File: config.mk
export PLATFORM = sky130hd
export DESIGN_NAME = instr_sequencer
export DESIGN_NICKNAME = d
export VERILOG_FILES = /design/src/rtl/instr_sequencer_pkg.sv /design/src/rtl/instr_sequencer_seq_prog_mem.sv /design/src/rtl/instr_sequencer.sv
export SDC_FILE = /design/constraint.sdc
export NUM_CORES = 1
export LEC_CHECK = 0
export CELL_PAD_IN_SITES_DETAIL_PLACEMENT = 0
export CELL_PAD_IN_SITES_GLOBAL_PLACEMENT = 1
export CORE_ASPECT_RATIO = 0.8
export CORE_MARGIN = 5
export CORE_UTILIZATION = 25
export CTS_CLUSTER_DIAMETER = 40
export DETAILED_ROUTE_END_ITERATION = 12
export PLACE_DENSITY = 0.45
export SYNTH_ARGS = -nofsm -noshare
export SYNTH_HDL_FRONTEND = slang
export SYNTH_HIERARCHICAL = 1
export SYNTH_SLANG_ARGS = --single-unit
File: constraint.sdc
create_clock -name clk -period 3.1 [get_ports clk]
set_clock_uncertainty 0.05 [all_clocks]
set_input_delay 0.93 -clock clk [delete_from_list [all_inputs] [get_ports clk]]
set_output_delay 0.93 -clock clk [all_outputs]
set_load 0.02 [all_outputs]
File: src/rtl/instr_sequencer_pkg.sv
// Shared types for the instruction sequencer that feeds the 8-bit core.
// Function codes, instruction field offsets and FSM states.
package instr_sequencer_pkg;

  typedef enum logic [1:0] {
    FUN_MVI = 2'd0,
    FUN_MV  = 2'd1,
    FUN_ADD = 2'd2,
    FUN_SUB = 2'd3
  } fun_e;

  // field offsets above the N-bit immediate
  localparam int FUN_OFS = 4;
  localparam int RX_OFS  = 2;
  localparam int RY_OFS  = 0;

  typedef enum logic [1:0] {
    IDLE  = 2'd0,
    FETCH = 2'd1,
    ISSUE = 2'd2,
    WAIT  = 2'd3
  } state_e;

endpackage

File: src/rtl/instr_sequencer_seq_prog_mem.sv
// Program buffer: synchronous write, registered read.
// The read register doubles as the issued-instruction register.
module seq_prog_mem #(
  parameter int N     = 8,
  parameter int DEPTH = 16,
  parameter int AW    = 4
) (
  input  logic          clk,
  input  logic          rst_n,
  input  logic          we,
  input  logic [AW-1:0] waddr,
  input  logic [N+5:0]  wdata,
  input  logic          re,
  input  logic [AW-1:0] raddr,
  output logic [N+5:0]  rdata
);

  logic [N+5:0] mem [DEPTH];

  always_ff @(posedge clk) begin
    if (we) mem[waddr] <= wdata;
  end

  always_ff @(posedge clk or negedge rst_n) begin
    if (!rst_n) rdata <= '0;
    else if (re) rdata <= mem[raddr];
  end

endmodule

File: src/rtl/instr_sequencer.sv
// Issues buffered micro-instructions to the core one at a time,
// waiting for Done between them, with a per-instruction timeout.
module instr_sequencer
  import instr_sequencer_pkg::*;
#(
  parameter int N       = 8,
  parameter int DEPTH   = 16,
  parameter int AW      = 4,
  parameter int TIMEOUT = 15
) (
  input  logic          clk,
  input  logic          reset,
  input  logic          prog_we,
  input  logic [AW-1:0] prog_addr,
  input  logic [N+5:0]  prog_wdata,
  input  logic          start,
  input  logic [AW:0]   len,
  input  logic          Done,
  input  logic [N-1:0]  BusWires,
  output logic [N-1:0]  Data,
  output logic [1:0]    Fun,
  output logic [1:0]    Rx,
  output logic [1:0]    Ry,
  output logic          Run,
  output logic          busy,
  output logic          seq_done,
  output logic          timeout_err,
  output logic [AW-1:0] pc,
  output logic [N-1:0]  last_bus
);

  localparam int TW = $clog2(TIMEOUT + 1);

  state_e         state;
  state_e         state_nx;
  logic [AW:0]    len_q;
  logic [TW-1:0]  timer;
  logic [N+5:0]   instr;
  logic           go;
  logic           go0;
  logic           fetch;
  logic           hit;
  logic           abort;
  logic           last;
  logic           expire;
  logic           wr;

  assign last   = ({1'b0, pc} == len_q - (AW+1)'(1));
  assign expire = (timer == TW'(TIMEOUT - 1));
  assign wr     = prog_we & ~busy;

  always_ff @(posedge clk or negedge reset) begin
    if (!reset) state <= IDLE;
    else state <= state_nx;
  end

  always_comb begin
    state_nx = state;
    unique case (state)
      IDLE:  if (go) state_nx = FETCH;
      FETCH: state_nx = ISSUE;
      ISSUE: state_nx = WAIT;
      WAIT: begin
        if (hit) state_nx = last ? IDLE : FETCH;
        else if (abort) state_nx = IDLE;
      end
      default: state_nx = IDLE;
    endcase
  end

  always_comb begin
    Run   = 1'b0;
    busy  = 1'b1;
    fetch = 1'b0;
    go    = 1'b0;
    go0   = 1'b0;
    hit   = 1'b0;
    abort = 1'b0;
    unique case (state)
      IDLE: begin
        busy = 1'b0;
        go   = start && (len != '0);
        go0  = start && (len == '0);
      end
      FETCH: fetch = 1'b1;
      ISSUE: Run = 1'b1;
      WAIT: begin
        hit   = Done;
        abort = !Done && expire;
      end
      default: busy = 1'b0;
    endcase
  end

  always_ff @(posedge clk or negedge reset) begin
    if (!reset) begin
      len_q       <= '0;
      pc          <= '0;
      timer       <= '0;
      seq_done    <= 1'b0;
      timeout_err <= 1'b0;
      last_bus    <= '0;
    end else begin
      seq_done <= (hit && last) || go0;
      if (go || go0) timeout_err <= 1'b0;
      else if (abort) timeout_err <= 1'b1;
      if (go) begin
        // a count beyond the buffer is clamped so pc never wraps
        len_q <= (len > (AW+1)'(DEPTH)) ? (AW+1)'(DEPTH) : len;
        pc    <= '0;
      end else if (hit && !last) begin
        pc <= pc + AW'(1);
      end
      if (Run) timer <= '0;
      else if (state == WAIT && !Done) timer <= timer + TW'(1);
      if (hit) last_bus <= BusWires;
    end
  end

  seq_prog_mem #(
    .N     (N),
    .DEPTH (DEPTH),
    .AW    (AW)
  ) u_mem (
    .clk   (clk),
    .rst_n (reset),
    .we    (wr),
    .waddr (prog_addr),
    .wdata (prog_wdata),
    .re    (fetch),
    .raddr (pc),
    .rdata (instr)
  );

  assign Data = instr[N-1:0];
  assign Fun  = instr[N+FUN_OFS +: 2];
  assign Rx   = instr[N+RX_OFS +: 2];
  assign Ry   = instr[N+RY_OFS +: 2];

endmodule
# Word level (Yosys, flattened, before mapping)
# Memory sizes are Yosys's and may differ from the RTL's. A register that Yosys moved wholly into a read port is not among the register bits.
# Cells that the tools add are included.
[word_totals]
reg_bits = 25
ram_bits = 224
in_bits = 36
output_inout_bits = 30
elab_cells = 59
memories = 1
[classes]
add_sub_neg = 3
n_lt_le_gt_ge = 1
eq_ne = 7
muxes = 21
n_bitwise = 1
n_reduce_logical = 18
[memory_table]
columns = ["name", "words", "width", "rd", "rd_clocked_by_memory_dff", "write_ports", "line_no", "source"]
rows = [
  ["u_mem.mem", 16, 14, 1, 1, 1, "instr_sequencer_seq_prog_mem.sv:18", "logic [N+5:0] mem [DEPTH];"],
]
[ops]
columns = ["op", "n"]
rows = [
  ["$mux W4", 4],
  ["$mux W1", 12],
  ["$add A4 B1 Y4 const B", 2],
  ["$pmux W2 S4", 1],
  ["$logic_and A1 B1 Y1", 6],
  ["$mux W2", 3],
  ["$reduce_bool A2 Y1", 3],
  ["$eq A4 B5 Y1", 1],
  ["$gt A5 B5 Y1 const B", 1],
  ["$logic_not A5 Y1", 1],
  ["$mux W5", 1],
  ["$reduce_bool A5 Y1", 1],
  ["$sub A5 B1 Y5 const B", 1],
  ["$eq A2 B2 Y1 const B", 2],
  ["$eq A4 B4 Y1 const B", 1],
  ["$logic_not A1 Y1", 3],
  ["$ne A3 B3 Y1 const B", 1],
  ["$eq A2 B1 Y1 const B", 1],
  ["$logic_not A2 Y1", 1],
  ["$logic_or A1 B1 Y1", 2],
  ["$ne A2 B2 Y1 const B", 1],
  ["$reduce_and A2 Y1", 1],
  ["$and A1 B1 Y1", 1],
]

# Logic depth before layout (Yosys ltp)
# Gate-level depths: netlist of the first run.
[depth]
word_depth = 6
mapped_depth = 7
ltp_nobuf = 7

# Modules after synthesis
# The synthesis of the first run kept the hierarchy.
[by_module_without_submodules]
columns = ["mod", "n_inst", "cells_per_inst", "area_per_inst_um2", "seq_area_each_um2"]
rows = [
  ["seq_prog_mem", 1, 397, 9126.3, 7076.8],
  ["instr_sequencer", 1, 138, 1330.0, 625.6],
]

# Least setup slack after synthesis of the first run
# Ideal clock, no wire load.
[synth_path]
path_type = "input port to flip-flop"
start = "in prog_we"
end = "mem u_mem/mem[0][0] (netlist name) (enable)"
setup_ps = 403
t_arrival_ps = 2585
required_time_ps = 2647
setup_slack_ps = 62
stages = 3
path_buffers = 0
path_cell_list = "and2_1 > or3b_2 > nor3_1"
[synth_via]
elab_chain_len = 3
[synth_rtl]
columns = ["element", "line_no", "source"]
rows = [
  ["start, declared", "instr_sequencer.sv:13", "input logic prog_we,"],
  ["$and A1 B1 Y1", "instr_sequencer.sv:50", "assign wr = prog_we & ~busy;"],
  ["$mux W1", "instr_sequencer_seq_prog_mem.sv:21", "if (we) mem[waddr] <= wdata;"],
  ["$mux W1 (not written as such)", "instr_sequencer_seq_prog_mem.sv:21", ""],
  ["end, declared", "instr_sequencer_seq_prog_mem.sv:18", ""],
]
# No other way between the ends.

# Worst setup path in the final report of the first run
[layout_path]
start = "reg state[0]"
end = "out Run"
[layout_via]
elab_chain_len = 2
[layout_rtl]
columns = ["element", "line_no", "source"]
rows = [
  ["start, declared", "instr_sequencer.sv:34", "state_e state;"],
  ["start signal, assigned", "instr_sequencer.sv:54", "else state <= state_nx;"],
  ["$eq A2 B2 Y1", "instr_sequencer.sv:79", "unique case (state)"],
  ["$mux W1", "instr_sequencer.sv:79", ""],
  ["end, declared", "instr_sequencer.sv:24", "output logic Run,"],
]
# No other way between the ends.

==> impl_metrics.ini, run 1 <==
[outcome]
status = completed

[yosys]
synth_top_family_by_area = multiplexers
synthAdderAreaFrac = 0.0108
synth_ff_type = edfxtp_1
synth_async_sr_flop_share = 0.148
ys_seq_elements = 263
synth_edf_count = 224
syn_area_mm2 = 0.0105
synth_compound_area_frac = 0.0383
yosysUniqueCellTypes = 46
synth_cells = 535
muxShareOfSynthArea = 0.139
yosys.area_share.simple = 0.0476
ys_seq_area_frac = 0.737
avgSynthCellArea_um2 = 19.5
synthXorXnorAreaFrac = 0.00670
syn_nets = 580
yosysWarnings = 6

[final_layout]
fin_nets = 694
nFillCells = 4082
antennaDiodeCount = 0
area_growth_pct = 25.2
multi_input_area_mm2 = 0.00255
utilization = 0.315
drive_gt1_frac = 0.246
regArea_mm2 = 0.00771

[clock_network]
postCtsSetupBuffers = 0
clock-root-buffer = clkbuf_16
clock_latency_ns = 0.51
post_cts_resized = 0
cts.sinks = 263
hold_buffers = 0
htreeDepth = 2
clk_pin_slew_ns = 0.05
cts_made_buffers = 37
clk_path_buf_depth = 3
tritoncts = yes

[timing]
slew_viol_final = 0
setup_viol = 0
hold_slack_ns = 0.351
hold_viol = 0
worstMarginPinSlew_ns = 0.923
rsz0062_at_grt = no
fin_tns_setup_ns = 0
post-route-period-util = 0.972
layout_min_cycle_time_ns = 3.01
relSlewSlack = 0.384
clock.fmax_mhz = 332

[pwr]
finalPower_w = 0.0111
vdd_drop_max_uv = 389
swShare = 0.293
p_switching_w = 0.00325
power.share.clock = 0.369
power.density_mw_per_mm2 = 847
leakage_nw = 4.35
seqPwrFrac = 0.395
p_int_w = 0.00784
p_comb_frac = 0.236

[die]
dieHeight_um = 193
die_area_mm2 = 0.0460
core_mm2 = 0.0416
die_width_um = 239
ios = 66
start_util = 0.251
num_rows = 67

[global_route]
grt_pass1_wl_um = 38600
antenna_found_initial = 0
grtUsageTotal = 0.114
grt_pass1_vias = 5804
grt-ovfl-total = 0
grt_max_degree = 48

[drt]
wl_um = 25900
vias_per_cell = 4.39
drc = 0
drtIter0Drc = 322
routedWlPerCell_um = 21.1
num_vias = 5386
first_pass_iters = 4
ant_nets = 0

[place]
place_congestion = 0.730
port_buffers = 65
dp_hpwl_um = 16500

[critical_path]
cp.arrival_ns = 2.03
slowest_delay_ns = 0.66
startpoint_type = flip-flop
cpLargestDelayFamily = buffers and inverters
required_ns = 2.12
endpoint_kind = primary output
path_max_fanout = 5
crit_buf_inv = 2
slowest_stage = clkdlybuf4s50_1
path_cells = inv_1 > ha_1 > clkdlybuf4s50_1
crit_type = flip-flop to primary output

[flow_run]
maxCapViolCount = 0

[min_path]
hold_path.class = input port to async pin
layer usage:
metal  share of wire  vias to the layer above  wire [um]  track usage
met1            0.47                     2823      12100        0.164
met5               0                        -          0            0
met4           0.018                        0        464       0.0285
met3           0.068                       40       1760       0.0263
li1                -                     2385          -            -
met2            0.45                      138      11600        0.175
state kept, by name, indices dropped and copies added, names as in the netlist:
name / cells
u_mem/mem: 224
u_mem/rdata: 14
last_bus: 8
len_q: 5
pc: 4
timer: 4
state: 2
seq_done: 1
timeout_err: 1
final cells by class:
cell class | count | share of cell area
flip-flops and latches | 263 | 0.589
multi-input cells | 243 | 0.195
clock buffers | 43 | 0.0724
repair buffers | 98 | 0.0711
well taps | 552 | 0.0527
clock inverters | 22 | 0.0186
inverters | 6 | 0.00172
layout by cell type, fill, tap and decap left out, types with 11 or more instances in the layout:
cell type and instances:
edfxtp_1 224, clkdlybuf4s50_1 64, mux4_2 54, nand2_1 38
clkbuf_16 37, dfrtp_1 37, nor2_1 34, buf_4 30
mux2i_1 18, o22ai_1 14, nand2b_1 11
Yosys cell counts (2+ instances only):
library cell  count  area [um^2]
o21ai_1           4         20.0
buf_2             3         15.0
o22ai_1          14         87.6
clkbuf_1          5         18.8
buf_8             2         30.0
nand2_1          38          143
nor2_1           34          128
ha_1              9          113
dfrtp_1          39          976
and2_1            2         12.5
o21ai_0           3         15.0
mux4_1            2         52.6
buf_4             7         52.6
a221oi_2         10          150
xnor2_1           6         52.6
mux2i_1          18          180
a221oi_1          4         35.0
inv_1             6         22.5
nand2b_1         11         68.8
xor2_1            2         17.5
edfxtp_1        224         6730
buf_6             4         45.0
nand3b_1          3         22.5
nor3_1            5         25.0
buf_12            2         40.0
nand3_1           4         20.0
mux4_2           54         1220
a22oi_1           2         15.0
final timing paths:
| path | from | endpoint | slack [ns] | cells past startpoint |
|---|---|---|---|---|
| worst max register to register | state[0] | u_mem/mem[2][9] | 0.64 | 6 |
| worst max-delay path | state[0] | Run | 0.09 | 3 |
| min in group clk | last_bus[2] | last_bus[2] | 0.42 | 2 |
| worst min-delay path | reset | last_bus[6] | 0.35 | 1 |
| worst min register to register | last_bus[2] | last_bus[2] | 0.42 | 2 |
| max in group asynchronous | reset | u_mem/rdata[10] | 2.10 | 2 |
per-stage QoR:
| step | cells | setup WS [ns] | cell area [um^2] |
|---|---|---|---|
| 6_report | 1227 | 0.0866 | 13100 |
| 5_1_grt | 1227 | 0.00413 | 13100 |
| 4_1_cts | 1227 | 0.0391 | 13100 |
| 3_5_place_dp | 1162 | 0.125 | 11900 |
| 3_3_place_gp | 1162 | 0.136 | 11900 |
| 2_1_floorplan | 535 | 0.0618 | 10500 |
logic make-up (layout without fill, tap and decap cells):
logic type      Yosys count  count (layout)
compound gates           45              45
xor+xnor                  8               8
fa+ha+maj                 9               9
buf+inv                  29             169
flops                   263             263
mux                      74              74
simple gates            107             107
power groups by stage:
stage | clock [W] | sequential [W] | combinational (W)
floorplan | 0 | 0.00451 | 0.00167
global placement | 0 | 0.00445 | 0.00264
detailed placement | 0 | 0.00446 | 0.00267
CTS | 0.00421 | 0.00440 | 0.00269
global route | 0.00439 | 0.00442 | 0.00285
finish | 0.00409 | 0.00439 | 0.00262
Power figures use the tool's default switching activity.
==> run 2: changes to the inputs <==
--- a/config.mk
+++ b/config.mk
@@ -13,6 +13,7 @@
 export CTS_CLUSTER_DIAMETER = 40
 export DETAILED_ROUTE_END_ITERATION = 12
 export PLACE_DENSITY = 0.45
+export REMOVE_ABC_BUFFERS = 1
 export SYNTH_ARGS = -nofsm -noshare
 export SYNTH_HDL_FRONTEND = slang
 export SYNTH_HIERARCHICAL = 1
==> impl_metrics.ini, run 2 (synthesized netlist as in run 1, its figures left out) <==
[outcome]
status = completed

[critical_path]
slowest_delay_ns = 0.54
r2r-end = u_mem/mem[2][7]
path_cells = inv_1 > ha_1 > inv_1 > clkdlybuf4s50_1
path_max_fanout = 5
crit_start = state[0]
crit_type = flip-flop to primary output
crit_path_frequent_cell = inv_1
r2r-start = state[0]
cp.arrival_ns = 2.00
slowest_stage = clkdlybuf4s50_1
endpoint_kind = primary output
worstRegToRegCells = 6
rrSetupSlack_ns = 0.65
startpoint_type = flip-flop
required_ns = 2.12

[min_path]
hold_path.class = input port to async pin

[pwr]
finalPower_w = 0.0117
leakage_nw = 4.46
vdd_drop_max_uv = 413
power.density_mw_per_mm2 = 874

[drt]
wl_um = 27000
vias_per_cell = 4.41
ant_nets = 0
drc = 0
routedWlPerCell_um = 21.8
drtIter0Drc = 377
first_pass_iters = 4
num_vias = 5450

[die]
die_width_um = 239
core_mm2 = 0.0416
start_util = 0.251
ios = 66
dieHeight_um = 193
num_rows = 67
die_area_mm2 = 0.0460

[timing]
post-route-period-util = 0.960
worstMarginPinSlew_ns = 0.627
hold_viol = 0
layout_min_cycle_time_ns = 2.98
rsz0062_at_grt = no
clock.fmax_mhz = 336
relSlewSlack = 0.581
setup_viol = 0
slew_viol_final = 0

[final_layout]
largest_reg_flops = 224
drive_gt1_frac = 0.263
nFillCells = 4038
area_growth_pct = 27.6
final_cell_mix = edfxtp_1, clkdlybuf4s50_1, mux4_2, clkbuf_16, nand2_1
antennaDiodeCount = 0
layout_commonest_cell = edfxtp_1
final_area_mm2 = 0.0133
largest-register = u_mem/mem
reg.largest.list = u_mem/mem x224, u_mem/rdata x14, last_bus x8
fin_nets = 700

[global_route]
grtUsageTotal = 0.118
grt_max_degree = 48
antenna_found_initial = 0
grt_pass1_wl_um = 39600
grt-ovfl-total = 0
grt_pass1_vias = 5913

[clock_network]
post_cts_resized = 0
clock_latency_ns = 0.53
clock-root-buffer = clkbuf_16
tritoncts = yes
cts.sinks = 263
cts_made_buffers = 39
htreeDepth = 2
hold_buffers = 0
clk_path_buf_depth = 3
postCtsSetupBuffers = 0
clk_pin_slew_ns = 0.05

[place]
dp_hpwl_um = 17000
place_area_mm2 = 0.0119
place_congestion = 0.739
port_buffers = 65

[flow_run]
maxCapViolCount = 0
-- run 2: cell count changes in the layout (fill, tap and decap cells not counted), moves of 2 or more --
cell        before  now
buf_4           30   33
bufinv_16        3    6
clkbuf_1         6    3
clkbuf_16       37   41
clkinv_2         2    0
clkinv_4         3    6
clkinvlp_4       2    4
-- run 2: layer usage --
metal	up-vias	track usage	routed length [um]
li1	2412	-	-
met1	2860	0.162	12300
met2	136	0.190	12700
met3	42	0.0276	1520
met4	0	0.0298	468
met5	-	0	0
-- run 2: report_power, final --
group	switching (W)	internal [W]
clock	0.00168	0.00298
sequential	0.000250	0.00411
combinational	0.00140	0.00124
total	0.00333	0.00833
-- run 2: worst max-delay path: cells and delay by family, from the launching register on --
kind,cells,cell delay (ns)
DFF,1,0.40
buffers and inverters,3,0.76
adders and majority gates,1,0.31
-- run 2: worst max path at each step --
stage                                  end  slack [ns]  cells after the start
after floorplan                      pc[0]       -0.19                      5
after global placement    u_mem/mem[2][10]        0.16                      5
after detailed placement  u_mem/mem[2][12]        0.14                      5
after CTS                             busy        0.06                      4
after global routing                  busy       0.009                      4
final                                 busy        0.12                      4
-- run 2: final cells by class --
cell class,count,area (um^2),share of cell area
inverter,6,22.5,0.00169
clock inverter,26,345,0.0259
multi-input combinational,243,2550,0.191
timing repair buffer,102,973,0.0730
clock buffer,45,1050,0.0788
sequential,263,7710,0.578
tap,552,691,0.0518
-- run 2: through the flow --
stage / cells / TNS [ns] / setup slack, ns / hold WS, ns / util
2_1_floorplan: 512 / -1.18 / -0.187 / 0.429 / -
3_3_place_gp: 1166 / 0 / 0.156 / 0.410 / 0.287
3_5_place_dp: 1166 / 0 / 0.137 / 0.420 / 0.287
4_1_cts: 1237 / 0 / 0.0578 / 0.306 / 0.321
5_1_grt: 1237 / 0 / 0.00941 / 0.339 / 0.321
6_report: 1237 / 0 / 0.125 / 0.320 / 0.321
==> run 3: changes to the inputs <==
--- a/config.mk
+++ b/config.mk
@@ -16,5 +16,4 @@
 export REMOVE_ABC_BUFFERS = 1
 export SYNTH_ARGS = -nofsm -noshare
 export SYNTH_HDL_FRONTEND = slang
-export SYNTH_HIERARCHICAL = 1
 export SYNTH_SLANG_ARGS = --single-unit
==> impl_metrics.ini, run 3 <==
[drt]
vias_per_cell = 4.36
num_vias = 5476
ant_nets = 0
wl_um = 26700
drtIter0Drc = 347
first_pass_iters = 4
routedWlPerCell_um = 21.2
drc = 0

[yosys]
ys_seq_area_frac = 0.734
yosysTopAreaCell = edfxtp_1
syn_area_mm2 = 0.0105
yosys-top-cells-area = edfxtp_1, dfrtp_1, mux4_2, mux4_1, mux2_2
avgSynthCellArea_um2 = 19.1
yosysMostFrequentCell = edfxtp_1
synth_common_cells = edfxtp_1, nand2_1, dfrtp_1
synth_top_area_frac = 0.641
synth_ff_type = edfxtp_1
ys_seq_elements = 263
synth_cells = 549
synth_edf_count = 224
synth_async_sr_flop_share = 0.148
yosysWarnings = 0
yosysUniqueCellTypes = 40

[pwr]
seqPwrFrac = 0.367
p_comb_frac = 0.234
p_switching_w = 0.00331
power.density_mw_per_mm2 = 877
vdd_drop_max_uv = 357
leakage_nw = 4.63
swShare = 0.279
p_int_w = 0.00855
power.share.clock = 0.399

[die]
die_width_um = 239
ios = 66
core_mm2 = 0.0417
dieHeight_um = 193
num_rows = 67
start_util = 0.252
die_area_mm2 = 0.0462

[clock_network]
hold_buffers = 0
postCtsSetupBuffers = 0
clk_pin_slew_ns = 0.05
tritoncts = yes
cts.sinks = 263
clk_path_buf_depth = 3
clock_latency_ns = 0.53
post_cts_resized = 0
htreeDepth = 2
cts_made_buffers = 43
clock-root-buffer = clkbuf_16

[critical_path]
worstRegToRegCells = 5
slowest_stage = clkdlybuf4s50_1
path_max_fanout = 7
path_cells = inv_1 > ha_1 > inv_1 > clkdlybuf4s50_1
crit_type = flip-flop to primary output
crit_path_frequent_cell = inv_1
required_ns = 2.12
crit_start = state[0]
endpoint = busy
slowest_delay_ns = 0.54
cp.arrival_ns = 1.99
endpoint_kind = primary output
r2r-end = u_mem.rdata[8]
rrSetupSlack_ns = 0.70
r2r-start = pc[0]
startpoint_type = flip-flop

[final_layout]
fin_nets = 717
drive_gt1_frac = 0.264
largest-register = u_mem.mem
largest_reg_flops = 224
area_growth_pct = 28.8
layout_commonest_cell = edfxtp_1
reg.largest.list = u_mem.mem x224, u_mem.rdata x14, last_bus x8
final_cell_mix = edfxtp_1, clkdlybuf4s50_1, clkbuf_16, nand2_1, mux4_2

[timing]
hold_viol = 0
rsz0062_at_grt = no
post-route-period-util = 0.959
relSlewSlack = 0.543
setup_viol = 0
worstMarginPinSlew_ns = 0.685
layout_min_cycle_time_ns = 2.97
hold_slack_ns = 0.411
clock.fmax_mhz = 337
slew_viol_final = 0
fin_tns_setup_ns = 0

[global_route]
grt_pass1_vias = 6016
grt-ovfl-total = 0
grt_max_degree = 36
antenna_found_initial = 2
grt_pass1_wl_um = 39500
grtUsageTotal = 0.115

[place]
dp_hpwl_um = 16400
place_congestion = 0.759
port_buffers = 65

[min_path]
hold_path.class = input port to async pin

[flow_run]
maxCapViolCount = 0

[outcome]
status = completed
run 3: cell count changes after synthesis, moves of 7 or more:
cell / change
mux2i_1: -14
mux4_2: -16
nor2_1: -13
a221oi_2: -10
clkbuf_1: +7
mux2_2: +28
o22ai_1: -14
inv_1: +14
o21ai_1: +10
mux4_1: +16
a22oi_1: +14
run 3: kinds of logic (layout without fill, tap and decap cells):
| group | Yosys count | in the layout | synth area share |
|---|---|---|---|
| buf+inv | 43 | 198 | 0.0195 |
| compound gates | 45 | 45 | 0.0281 |
| other cells | 0 | 1 | 0 |
| mux | 88 | 88 | 0.160 |
| fa+ha+maj | 9 | 9 | 0.0107 |
| flops | 263 | 263 | 0.734 |
| simple gates | 93 | 93 | 0.0410 |
| xor+xnor | 8 | 8 | 0.00667 |
run 3: layout make-up:
cell class / count / area, um^2
inverter: 20 / 75.1
multi-input combinational: 243 / 2620
antenna: 1 / 2.50
clock buffer: 45 / 1080
fill: 3988 / 28100
timing repair buffer: 101 / 981
clock inverter: 32 / 362
sequential: 263 / 7710
tap: 552 / 691
run 3: routing by layer:
metal | vias to the layer above | GRT usage | share of wire
met4 | 0 | 0.0378 | 0.027
li1 | 2447 | - | -
met3 | 54 | 0.0222 | 0.046
met2 | 108 | 0.183 | 0.47
met1 | 2867 | 0.160 | 0.46
met5 | - | 0 | 0
run 3: how the worst min path moves through the flow:
stage,startpoint,endpoint,cells after the start
after floorplan,len_q[1],len_q[1],2
after global placement,last_bus[0],last_bus[0],2
after detailed placement,last_bus[0],last_bus[0],2
after CTS,reset,pc[1],1
after global routing,reset,u_mem.rdata[3],1
final,reset,len_q[0],1
run 3: stage by stage:
| step | util | area [um^2] | setup WS, ns | cells | power (W) |
|---|---|---|---|---|---|
| after floorplan | - | 10400 | -0.555 | 526 | 0.00614 |
| after global placement | 0.290 | 12100 | 0.327 | 1179 | 0.00721 |
| after detailed placement | 0.290 | 12100 | 0.286 | 1179 | 0.00726 |
| after CTS | 0.324 | 13500 | 0.0450 | 1256 | 0.0121 |
| after global routing | 0.325 | 13500 | 0.0318 | 1257 | 0.0124 |
| final | 0.325 | 13500 | 0.128 | 1257 | 0.0119 |
run 3: worst max-delay path: cells and delay by family (launching register included):
family | cells | cell delay (ns)
adders and majority gates | 1 | 0.33
buffers and inverters | 3 | 0.76
DFF | 1 | 0.40
run 3: power groups by stage:
stage,clock [W],sequential [W],combinational [W]
floorplan,0,0.00472,0.00142
global placement,0,0.00441,0.00280
detailed placement,0,0.00443,0.00284
CTS,0.00487,0.00436,0.00285
global route,0.00502,0.00439,0.00303
finish,0.00473,0.00435,0.00277
